==> config.mk <==
export PLATFORM = sky130hd
export DESIGN_NAME = multiplexor_rr
export DESIGN_NICKNAME = d
export VERILOG_FILES = /design/src/rtl/multiplexor_rr.sv
export SDC_FILE = /design/constraint.sdc
export NUM_CORES = 1
export LEC_CHECK = 0
export ABC_AREA = 1
export BUFFER_PORTS_ARGS = -buffer_cell sky130_fd_sc_hd__buf_4
export CORE_MARGIN = 3
export CORE_UTILIZATION = 43
export DETAILED_ROUTE_END_ITERATION = 12
export PLACE_DENSITY = 0.85
export SLEW_MARGIN = 25
export SYNTH_ARGS = -nofsm -noshare
export SYNTH_HDL_FRONTEND = slang
export SYNTH_SLANG_ARGS = --single-unit
export TNS_END_PERCENT = 5
==> constraint.sdc <==
create_clock -name clk -period 3.35 [get_ports clk]
set_input_delay 0.1675 -clock clk [delete_from_list [all_inputs] [get_ports clk]]
set_output_delay 0.1675 -clock clk [all_outputs]
set_load 0.03 [all_outputs]
==> src/rtl/multiplexor_rr.sv <==
// N:1 registered valid/ready stream multiplexor with fixed-select and round-robin arbitration.
// Optional packet lock (in_last/out_last) is enabled by defining MULTIPLEXOR_RR_PKT_LOCK_EN.
module multiplexor_rr #(
   parameter int N    = 4,
   parameter int W    = 8,
   parameter int SELW = 2
) (
   input  logic            clk,
   input  logic            rst_n,
   input  logic [N*W-1:0]  in_data,
   input  logic [N-1:0]    in_valid,
   output logic [N-1:0]    in_ready,
`ifdef MULTIPLEXOR_RR_PKT_LOCK_EN
   input  logic [N-1:0]    in_last,
   output logic            out_last,
`endif
   input  logic            mode,
   input  logic [SELW-1:0] sel,
   output logic [W-1:0]    out_data,
   output logic            out_valid,
   input  logic            out_ready,
   output logic [SELW-1:0] out_chan,
   output logic            sel_err
);

   logic [W-1:0]    chan_data [N];
   logic [W-1:0]    out_data_reg;
   logic            out_valid_reg;
   logic [SELW-1:0] out_chan_reg;
   logic            sel_err_reg;
   logic [SELW-1:0] last_reg;

   logic            load;
   logic            locked;
   logic            sel_ok;
   logic            fixed_hit;
   logic            rr_hit;
   logic [SELW-1:0] rr_grant;
   logic            lock_hit;
   logic            grant_hit;
   logic [SELW-1:0] grant;
   logic [W-1:0]    grant_data;
   logic            grant_last;
   logic            xfer;
   logic            sel_err_next;
   int              best_dist;

`ifdef MULTIPLEXOR_RR_PKT_LOCK_EN
   logic            lock_reg;
   logic [SELW-1:0] lock_chan_reg;
   logic            out_last_reg;
`endif

   genvar gi;
   generate
      for (gi = 0; gi < N; gi++) begin : g_unpack
         assign chan_data[gi] = in_data[gi*W +: W];
      end
   endgenerate

   always_comb begin
      load       = !out_valid_reg || out_ready;
      sel_ok     = (int'(sel) < N);
      fixed_hit  = 1'b0;
      rr_hit     = 1'b0;
      rr_grant   = '0;
      lock_hit   = 1'b0;
      best_dist  = N;
      grant_data = '0;
      grant_last = 1'b0;
      in_ready   = '0;
`ifdef MULTIPLEXOR_RR_PKT_LOCK_EN
      locked = lock_reg;
`else
      locked = 1'b0;
`endif

      // Round-robin: smallest distance above the last accepted channel wins.
      for (int i = 0; i < N; i++) begin
         if (in_valid[i] && ((i + 2*N - int'(last_reg) - 1) % N) < best_dist) begin
            best_dist = (i + 2*N - int'(last_reg) - 1) % N;
            rr_hit    = 1'b1;
            rr_grant  = SELW'(i);
         end
         if (int'(sel) == i && in_valid[i])
            fixed_hit = 1'b1;
`ifdef MULTIPLEXOR_RR_PKT_LOCK_EN
         if (int'(lock_chan_reg) == i && in_valid[i])
            lock_hit = 1'b1;
`endif
      end

      if (locked) begin
`ifdef MULTIPLEXOR_RR_PKT_LOCK_EN
         grant_hit = lock_hit;
         grant     = lock_chan_reg;
`else
         grant_hit = 1'b0;
         grant     = '0;
`endif
      end else if (mode) begin
         grant_hit = rr_hit;
         grant     = rr_grant;
      end else begin
         grant_hit = sel_ok && fixed_hit;
         grant     = sel;
      end

      // Gating with rst_n keeps every in_ready low while reset is held.
      xfer = load && grant_hit && rst_n;

      for (int i = 0; i < N; i++) begin
         if (grant == SELW'(i)) begin
            grant_data = chan_data[i];
`ifdef MULTIPLEXOR_RR_PKT_LOCK_EN
            grant_last = in_last[i];
`endif
            if (xfer)
               in_ready[i] = 1'b1;
         end
      end

      sel_err_next = load && !mode && !sel_ok && !locked;
   end

   always_ff @(posedge clk or negedge rst_n) begin
      if (!rst_n) begin
         out_data_reg  <= '0;
         out_valid_reg <= 1'b0;
         out_chan_reg  <= '0;
         sel_err_reg   <= 1'b0;
         last_reg      <= SELW'(N-1);
`ifdef MULTIPLEXOR_RR_PKT_LOCK_EN
         lock_reg      <= 1'b0;
         lock_chan_reg <= '0;
         out_last_reg  <= 1'b0;
`endif
      end else begin
         sel_err_reg <= sel_err_next;
         if (load)
            out_valid_reg <= xfer;
         if (xfer) begin
            out_data_reg <= grant_data;
            out_chan_reg <= grant;
            last_reg     <= grant;
`ifdef MULTIPLEXOR_RR_PKT_LOCK_EN
            out_last_reg  <= grant_last;
            lock_reg      <= !grant_last;
            lock_chan_reg <= grant;
`endif
         end
      end
   end

   assign out_data  = out_data_reg;
   assign out_valid = out_valid_reg;
   assign out_chan  = out_chan_reg;
   assign sel_err   = sel_err_reg;
`ifdef MULTIPLEXOR_RR_PKT_LOCK_EN
   assign out_last  = out_last_reg;
`endif

   logic unused_grant_last;
   assign unused_grant_last = grant_last ^ lock_hit;

endmodule

==> impl_metrics.toml <==
[run_status]
run_status = "complete, but fails checks"
violations = "setup timing"

[power]
swShare_pct = 50.5
vdd_ir_drop_max_uv = 543
p_clk_share_pct = 4.0
p_sw_mw = 1.23
intPower_mw = 1.21
leakagePower_nw = 1.33
power.density_nw_per_um2 = 1010
pwr-share-comb_pct = 84.3
seq_power_share_pct = 11.7

[logic_synthesis]
yosysMostFrequentCell = "nand2_1"
synth_top_area_cell = "dfrtp_1"
synth_edf_count = 0
yosys_warnings = 0
netlist_area_um2 = 1370
yosysTopAreaCellShare_pct = 20.1
ys_async_sr_fraction_pct = 100
synth_cells = 204
synth_fp_nets = 255
ys_ff_latch = 13
synth_ff_type = "dfrtp_1"
synth_area_leaders = "dfrtp_1, nand2_1, ha_1"
yosys-top-cells-count = "nand2_1, inv_1, nand3_1"
synthDistinctLibCells = 28
avgSynthCellArea_um2 = 6.72
ys_seq_area_share_pct = 23.9

[floorplanning]
placementRows = 19
start_util_pct = 47.2
die_w_um = 62.4
dieArea_um2 = 3900
boundaryPins = 58
coreArea_um2 = 2900
die_h_um = 62.4

[routing]
drc_errors = 0
drt_iter0_markers = 153
post_drt_wl_per_cell_um = 15.7
dr.pass1.iters = 7
ant_nets = 0
via_per_inst = 5.26
via_count = 1832
drt_wl_total_um = 5460

[placed_design]
port_buffers = 56
placedInstanceArea_um2 = 2060
gp_congestion = 0.862
hpwl_um = 3290

[clock_network]
cts_tree = "built"
cts.sinks = 13
cts_max_path_buffers = 2
clock_latency_ns = 0.28
cts.clk_slew.worst_paths_ns = 0.07
cts-root-buf = "clkbuf_4"
htree_levels = 1
numCtsBuffers = 3

[finish]
layout.nets = 358
drive_gt1_share_pct = 52.6
largest_reg_flops = 8
syn_to_final_growth_pct = 76.3
antenna-diode-count = 0
stdcell_area_um2 = 2410
utilization_pct = 83.3

[critical_path]
slowest_delay_ns = 0.58
worstPathRequired_ns = 3.18
cp-end-kind = "primary output"
rrSetupSlack_ns = -0.51
slowest_stage = "dfstp_2"
cp_max_fo = 4
worstPathArrival_ns = 3.72
cp-start-kind = "flop"
crit_path_frequent_cell = "nand2_1"
crit_type = "reg -> out"

[sta]
fin_tns_setup_ns = -6.87
timing.final.crit_share_pct = 116
fin_crit_ns = 3.89
final-setup-viol-count = 17
hold_violations = 0
rsz0062_at_grt = "yes"
holdWs_ns = 0.0854
worst_slack_ns = -0.536
drv_slew = 0
clock.fmax_ghz = 0.257
finClkSkew_ns = 0.00206

[grt]
grt_pass1_wl_um = 7710
antenna_found_initial = 0
grtUsageTotal_pct = 24.8
grt_pass1_vias = 1687
grt_start_max_net_pins = 24
grt-ovfl-total = 0

[hold_path]
hp-class = "in -> reg"

[run]
maxCapViolCount = 0
-- logic make-up (layout without fill, tap and decap cells) --
kind of cell | after synthesis | in the layout | synth area share, %
AO/OA/AOI/OAI | 20 | 20 | 11.2
adder cells (fa/ha/maj) | 9 | 9 | 8.22
buffers and inverters | 37 | 138 | 13.6
flip-flops | 13 | 13 | 23.9
other | 1 | 1 | 0.274
AND/OR/NAND/NOR | 124 | 125 | 42.7
-- power groups by stage --
stage,combinational (mW),sequential (mW),clock [mW]
6_report,2.06,0.285,0.0973
5_1_grt,2.22,0.296,0.102
4_1_cts,1.82,0.280,0.0978
3_5_place_dp,1.57,0.283,0
3_3_place_gp,1.51,0.276,0
2_1_floorplan,0.945,0.403,0
-- cell type report --
class / instances / area (um^2)
Sequential cell: 13 / 328
Timing Repair Buffer: 105 / 841
Tap cell: 42 / 52.6
Clock buffer: 4 / 26.3
Multi-Input combinational cell: 155 / 1050
Fill cell: 173 / 485
Inverter: 29 / 119
-- through the flow --
step                      worst slack, ns  power (mW)  instances
after floorplan                    -0.101        1.35        204
after global placement            -0.0756        1.78        323
after detailed placement           -0.279        1.85        323
after CTS                          -0.377        2.20        342
after global routing               -0.811        2.62        348
final                              -0.536        2.44        348
-- metal layers --
layer	track usage, %	vias up	part of all wire, %
met1	29.2	839	37
met3	2.16	30	7.6
met4	12.7	0	5.6
met2	44.6	109	50
li1	-	854	-
met5	0	-	0
-- worst paths after layout --
kind,startpoint,endpoint,depth (start not counted)
setup / recovery,last_reg[0],in_ready[0],27
setup reg to reg,last_reg[0],out_data[3],33
min in group asynchronous,rst_n,out_data[4],2
hold reg to reg,out_data[2],out_data[2],2
max in group asynchronous,rst_n,last_reg[0],2
hold / removal,out_ready,out_valid,2
-- worst max-delay path, delay by kind of cell (launching register included) --
kind	cells	cell delay [ns]
flip-flops	1	0.58
AND/OR/NAND/NOR	19	1.67
buffers and inverters	3	0.35
adder cells (fa/ha/maj)	3	0.71
AO/OA/AOI/OAI	2	0.10
-- placed cells by master, fill, tap and decap left out --
master and n:
a21oi_1 3, nor3_4 1, inv_4 4, o21bai_4 1, dlygate4sd3_1 1, nand2_4 5
a21oi_2 1, nand3b_1 8, ha_1 5, conb_1 1, nor2_4 4, nor2_2 2
dfstp_2 2, inv_1 22, nand3_1 10, o21ai_2 2, nand2_8 1, clkbuf_1 1
buf_12 1, o21bai_2 5, o21ai_0 5, nand3_2 7, nand2_2 9, clkbuf_4 3
nor4_2 1, ha_4 4, dfrtp_1 11, buf_6 10, nand4_1 6, o21ai_4 1
inv_2 3, nor2_1 9, a211oi_1 1, nand2_1 61, o31ai_1 1, nor3_2 1
buf_4 93
-- timing repair --
item,CTS,global route
hold endpoints to repair,13,0
gates resized for setup,25,15
pin swaps,20,21
gates cloned,1,0
setup buffers,13,6
hold buffers,1,0
endpoints found under the setup margin,17,17
Note: power is estimated with default switching activity, not from simulation.
